File: config.mk
export PLATFORM = sky130hd
export DESIGN_NAME = rx_cmd_parser
export DESIGN_NICKNAME = d
export VERILOG_FILES = /design/src/rtl/rx_cmd_parser.sv
export SDC_FILE = /design/constraint.sdc
export NUM_CORES = 1
export LEC_CHECK = 0
export ABC_AREA = 1
export CORE_ASPECT_RATIO = 0.9
export CORE_MARGIN = 3
export CORE_UTILIZATION = 41
export DETAILED_ROUTE_END_ITERATION = 8
export HOLD_SLACK_MARGIN = 0.15
export PLACE_DENSITY_LB_ADDON = 0.2
export SLEW_MARGIN = 10
export SYNTH_ARGS = -nofsm -noshare
export SYNTH_HDL_FRONTEND = slang
export SYNTH_SLANG_ARGS = --single-unit
File: constraint.sdc
create_clock -name CLK -period 1.2 [get_ports CLK]
set_input_delay 0.18 -clock CLK [delete_from_list [all_inputs] [get_ports CLK]]
set_output_delay 0.18 -clock CLK [all_outputs]
set_load 0.01 [all_outputs]
File: src/rtl/rx_cmd_parser.sv
// rx_cmd_parser: decodes UART byte frames into register-file write/read and ALU start commands
module rx_cmd_parser #(
  parameter int ADDR_W = 4,
  parameter int DATA_W = 8
) (
  input  logic              CLK,
  input  logic              RST,
  input  logic [DATA_W-1:0] RX_P_DATA,
  input  logic              RX_D_VLD,
  input  logic              PAR_ERR,
  input  logic              FRM_ERR,
  output logic [ADDR_W-1:0] Address,
  output logic              WrEn,
  output logic              RdEn,
  output logic [DATA_W-1:0] WrData,
  output logic              ALU_EN,
  output logic [3:0]        ALU_FUN,
  output logic              CLK_GATE_EN,
  output logic              CMD_ERR
);
  typedef enum logic [2:0] {
    IDLE, WR_ADDR, WR_DATA, RD_ADDR, ALU_OPA, ALU_OPB, ALU_FUNC, NOP_FUN
  } state_t;
  state_t state, state_n;
  logic [ADDR_W-1:0] addr_n;
  logic [DATA_W-1:0] wdata_n;
  logic [3:0] fun_n;
  logic wr_n, rd_n, alu_n, err_n, gate_n;
  logic is_aa, is_bb, is_cc, is_dd;
  assign is_aa = RX_P_DATA == DATA_W'(8'hAA);
  assign is_bb = RX_P_DATA == DATA_W'(8'hBB);
  assign is_cc = RX_P_DATA == DATA_W'(8'hCC);
  assign is_dd = RX_P_DATA == DATA_W'(8'hDD);
  always_ff @(posedge CLK) begin
    if (RST) begin
      state       <= IDLE;
      Address     <= '0;
      WrData      <= '0;
      ALU_FUN     <= '0;
      WrEn        <= 1'b0;
      RdEn        <= 1'b0;
      ALU_EN      <= 1'b0;
      CMD_ERR     <= 1'b0;
      CLK_GATE_EN <= 1'b0;
    end else begin
      state       <= state_n;
      Address     <= addr_n;
      WrData      <= wdata_n;
      ALU_FUN     <= fun_n;
      WrEn        <= wr_n;
      RdEn        <= rd_n;
      ALU_EN      <= alu_n;
      CMD_ERR     <= err_n;
      CLK_GATE_EN <= gate_n;
    end
  end
  // gate drops the cycle after ALU_EN, unless a new ALU header arrives in that very cycle
  always_comb begin
    state_n = state;
    addr_n  = Address;
    wdata_n = WrData;
    fun_n   = ALU_FUN;
    wr_n    = 1'b0;
    rd_n    = 1'b0;
    alu_n   = 1'b0;
    err_n   = 1'b0;
    gate_n  = CLK_GATE_EN & ~ALU_EN;
    if (RX_D_VLD) begin
      if (PAR_ERR | FRM_ERR) begin
        state_n = IDLE;
        err_n   = 1'b1;
        gate_n  = 1'b0;
      end else begin
        case (state)
          IDLE: begin
            state_n = is_aa ? WR_ADDR : is_bb ? RD_ADDR : is_cc ? ALU_OPA : is_dd ? NOP_FUN : IDLE;
            err_n   = ~(is_aa | is_bb | is_cc | is_dd);
            gate_n  = gate_n | is_cc | is_dd;
          end
          WR_ADDR: begin
            addr_n  = RX_P_DATA[ADDR_W-1:0];
            state_n = WR_DATA;
          end
          WR_DATA: begin
            wdata_n = RX_P_DATA;
            wr_n    = 1'b1;
            state_n = IDLE;
          end
          RD_ADDR: begin
            addr_n  = RX_P_DATA[ADDR_W-1:0];
            rd_n    = 1'b1;
            state_n = IDLE;
          end
          ALU_OPA: begin
            addr_n  = '0;
            wdata_n = RX_P_DATA;
            wr_n    = 1'b1;
            state_n = ALU_OPB;
          end
          ALU_OPB: begin
            addr_n  = ADDR_W'(1);
            wdata_n = RX_P_DATA;
            wr_n    = 1'b1;
            state_n = ALU_FUNC;
          end
          default: begin
            fun_n   = RX_P_DATA[3:0];
            alu_n   = 1'b1;
            state_n = IDLE;
          end
        endcase
      end
    end
  end
endmodule

# Yosys cells after proc, flatten, opt, wreduce, memory -nomap -nowiden
# Index checks and enable logic that the tools add are counted.
# totals
reg_bits	24
input_bits	13
output_inout_bits	21
word_cells	55
# classes
n_eq_ne	9
muxes	15
n_bitwise	12
reduce_logical	10
# ops
op	count
$eq 8x8->1 const B	4
$mux 3	5
$pmux 3 s4	1
$pmux 4 s3	1
$reduce_and 3->1	3
$mux 1	8
$eq 3x2->1 const B	2
$eq 3x3->1 const B	2
$or 1x1->1	6
$reduce_or 3->1	2
$reduce_or 6->1	1
$not 1->1	5
$reduce_or 2->1	2
$eq 3x1->1 const B	1
$logic_not 3->1	1
$reduce_bool 3->1	1
$and 1x1->1	1

# Depth between registers and ports, before layout
# logic_depth
word_depth	7
ltp_mapped	9
mapped_depth_nobuf	9

# Least setup slack after synthesis
# OpenSTA, ideal clock, no wires.
# synth_path
path_type	register to register
from	reg state[2]
to	reg WrData[2]
arrival_time_ps	1014
path_slack_ps	69
path_stages_with_launch	7
path_cell_list	dfxtp_1 -> nor2_1 -> a21oi_2 -> nor2_4 -> buf_6 -> o21ai_2 -> a21oi_2
# synth_between
elab_chain_len	3
elab_cells_between_ends	5
# synth_lines
element	line	source
start, declared	24	state_t state, state_n;
start signal, assigned	46	state <= state_n;
$eq 3x3->1 or $eq 3x2->1 (tied branches)	74	case (state)
$reduce_or 3->1 (no line) *	-	
$reduce_and 3->1 (no line) *	-	
end signal, assigned	48	WrData <= wdata_n;
end, declared	15	output logic [DATA_W-1:0] WrData,
# Every way passes the cells marked *; elsewhere a longest branch is shown, timed or not.
# A chain may end at the register's enable or synchronous reset.

# Worst setup path after layout
# Same ends and word-level chain as after synthesis.

==> results.py <==
metrics = {
    "die": {
        "io_pins": 34,
        "design.core.area_sq_um": 2490,
        "die_h_microns": 54.8,
        "die_x_microns": 60.2,
        "initial_core_util_pct": 43.5,
        "rows": 17,
        "die_area_sq_um": 3300,
    },
    "synthesis": {
        "ys_seq_area_share_pct": 44.3,
        "postSynthAreaPerCell_sq_um": 6.95,
        "synth_edf_count": 0,
        "syn-num-nets": 169,
        "synth_top_area_share_pct": 44.3,
        "synthFlopType": "dfxtp_1",
        "synth.distinct_cells": 20,
        "synthArstFlopShare_pct": 0,
        "synth_area_sq_um": 1080,
        "yosysTopAreaCell": "dfxtp_1",
        "ys.warnings.count": 0,
        "synth_commonest_cells": "29 x nor2_1, 28 x nand2_1, 24 x dfxtp_1, 21 x inv_1, 13 x a21oi_1",
        "synth_most_common_cell": "nor2_1",
        "postSynthCellCount": 156,
        "netlist_top_cells_area": "dfxtp_1 44%, nor2_1 10%, nand2_1 9.7%",
        "synth_seq_cells": 24,
    },
    "finish": {
        "final_cells": 240,
        "insertedDiodeCount": 0,
        "fin_util_pct": 66.7,
        "area_growth_pct": 53.2,
        "final_net_count": 226,
        "drive_above_1_share_pct": 21.7,
        "final_cell_area_sq_um": 1660,
    },
    "placement": {
        "place_ws_ps": -415,
        "placed_area_sq_um": 1570,
        "gp_congestion": 0.862,
        "port_buffers": 33,
        "dpl.cell_count": 233,
        "dp_hpwl_microns": 2200,
    },
    "clock_network": {
        "insertion_delay_ps": 320,
        "hold_buffers": 0,
        "cts.sinks": 24,
        "cts_htree_levels": 1,
        "clk_path_buf_depth": 2,
        "cts_tree": "done",
        "clk_pin_slew_worst_paths_ps": 130,
        "cts_buffers": 3,
        "root_buffer": "clkbuf_4",
    },
    "worst_hold_path": {
        "min_path_type": "in -> reg",
        "holdPathStages": 4,
        "min_from": "RX_D_VLD",
        "holdPathEnd": "state[0]$_SDFFE_PP0P_",
    },
    "route": {
        "vias": 1189,
        "routed_wl_microns": 2980,
        "vias_per_cell": 4.95,
        "ant_nets": 0,
        "drt-initial-drc-count": 50,
        "firstDrtPassIters": 5,
        "post_drt_wl_per_cell_microns": 12.4,
        "drcViolationCount": 0,
    },
    "setup_path": {
        "r2r_slack_ps": 20,
        "r2r-end": "WrData[2]$_SDFFE_PP0P_",
        "path_cells": "inv_2 -> nor2_4 -> a21oi_2 -> nor2_4 -> buf_6 -> o21ai_2 -> a21oi_2",
        "reg2reg_depth": 7,
        "reg2reg_from": "state[2]$_SDFFE_PP0P_",
        "start_kind": "register",
        "critical_path.max_stage_delay_ps": 390,
        "cp_slowest_cell": "dfxtp_4",
        "end_kind": "register",
        "required_ps": 1430,
        "arrival_ps": 1420,
        "criticalPathCategory": "reg -> reg",
        "crit_fanout": 6,
    },
    "pwr": {
        "ir_drop_uv": 648,
        "power_mw": 1.39,
        "power.density_nw_per_um2": 840,
        "p_leak_nw": 0.888,
    },
    "timing": {
        "finalHoldViolations": 0,
        "worst_pin_slew_ps": 237,
        "slew_violations": 0,
        "layout_min_cycle_time_ps": 1180,
        "maxSlewHeadroom_pct": 84.1,
        "post-route-period-util_pct": 98.7,
        "fmax_mhz": 844,
        "fin_skew_ps": 3.26,
        "worst_hold_slack_ps": 262,
        "worst_slack_ps": 15.7,
        "setup_tns_ps": 0,
        "setup_violations": 0,
        "rsz0062_at_grt": "true",
    },
    "grt": {
        "grt_pass1_wl_microns": 4800,
        "track_usage_pct": 19.3,
        "grt_pass1_vias": 1105,
        "antenna_found_initial": 0,
        "grt-ovfl-total": 0,
        "grt_max_degree": 14,
    },
    "status": {
        "status": "complete, no violations",
    },
    "flow_run": {
        "drv_cap": 0,
    },
}
[report_power, final]
part | switching, mW | internal, mW | total (mW)
Sequential | 0.000730 | 0.797 | 0.797
Clock | 0.249 | 0.186 | 0.435
Combinational | 0.0798 | 0.0823 | 0.162
[routing by layer]
layer | track usage, % | vias up | wire length, microns
li1 | - | 607 | -
met1 | 25.4 | 535 | 1390
met2 | 30.4 | 43 | 1350
met3 | 3.54 | 4 | 190
met4 | 9.59 | 0 | 51
met5 | 0 | - | 0
[cell usage in the layout (no fill, tap or decap), drive strengths merged]
cell,instances
nor2,34
nand3,4
a21oi,16
o21bai,1
dfxtp,24
buf,22
clkdlybuf4s50,8
dlygate4sd2,20
clkbuf,4
nand4,4
dlymetal6s2s,4
clkdlybuf4s15,1
nor3,1
inv,24
nand2,28
o21ai,16
nor4,1
[area by class of cell]
type | instances | area [sq um]
fillers | 227 | 828
multi-input cells | 105 | 523
repair buffers | 55 | 488
flip-flops and latches | 24 | 485
inverters | 24 | 92.6
clock buffers | 4 | 36.3
well taps | 28 | 35.0
[registers in the layout, summed over array words and instances, names as in the netlist]
signal / flops
WrData: 8
ALU_FUN: 4
Address: 4
state: 3
ALU_EN: 1
CLK_GATE_EN: 1
CMD_ERR: 1
RdEn: 1
WrEn: 1
[cells by family (layout without fill, tap and decap cells)]
kind of cell           count (synthesis)  in the layout  synth area share, %
buffers and inverters                 27             83                 10.2
AOI/OAI and AO/OA                     33             33                 17.2
DFF                                   24             24                 44.3
and+or+nand+nor                       72             72                 28.3
[how the worst max path moves through the flow]
stage	to	start	depth (start not counted)
after floorplan	WrData[2]$_SDFFE_PP0P_	state[2]$_SDFFE_PP0P_	6
after global placement	WrData[1]$_SDFFE_PP0P_	FRM_ERR	9
after detailed placement	Address[2]$_SDFFE_PP0P_	FRM_ERR	8
after CTS	WrData[3]$_SDFFE_PP0P_	FRM_ERR	9
after global routing	WrData[1]$_SDFFE_PP0P_	state[2]$_SDFFE_PP0P_	7
final	WrData[2]$_SDFFE_PP0P_	state[2]$_SDFFE_PP0P_	7
[critical path, delay by kind of cell (launching register included)]
family,cells,cell delay (ps)
AO/OA/AOI/OAI,3,330
flip-flops,1,390
AND/OR/NAND/NOR,2,130
buffers and inverters,2,230
[timing repair]
action | CTS | global route
setup endpoints to repair | 35 | 20
buffers inserted | 0 | 3
pin swaps | 0 | 3
hold endpoints to repair | 0 | 0
resized for setup | 24 | 18
No activity file was read; power rests on OpenSTA's default activity.
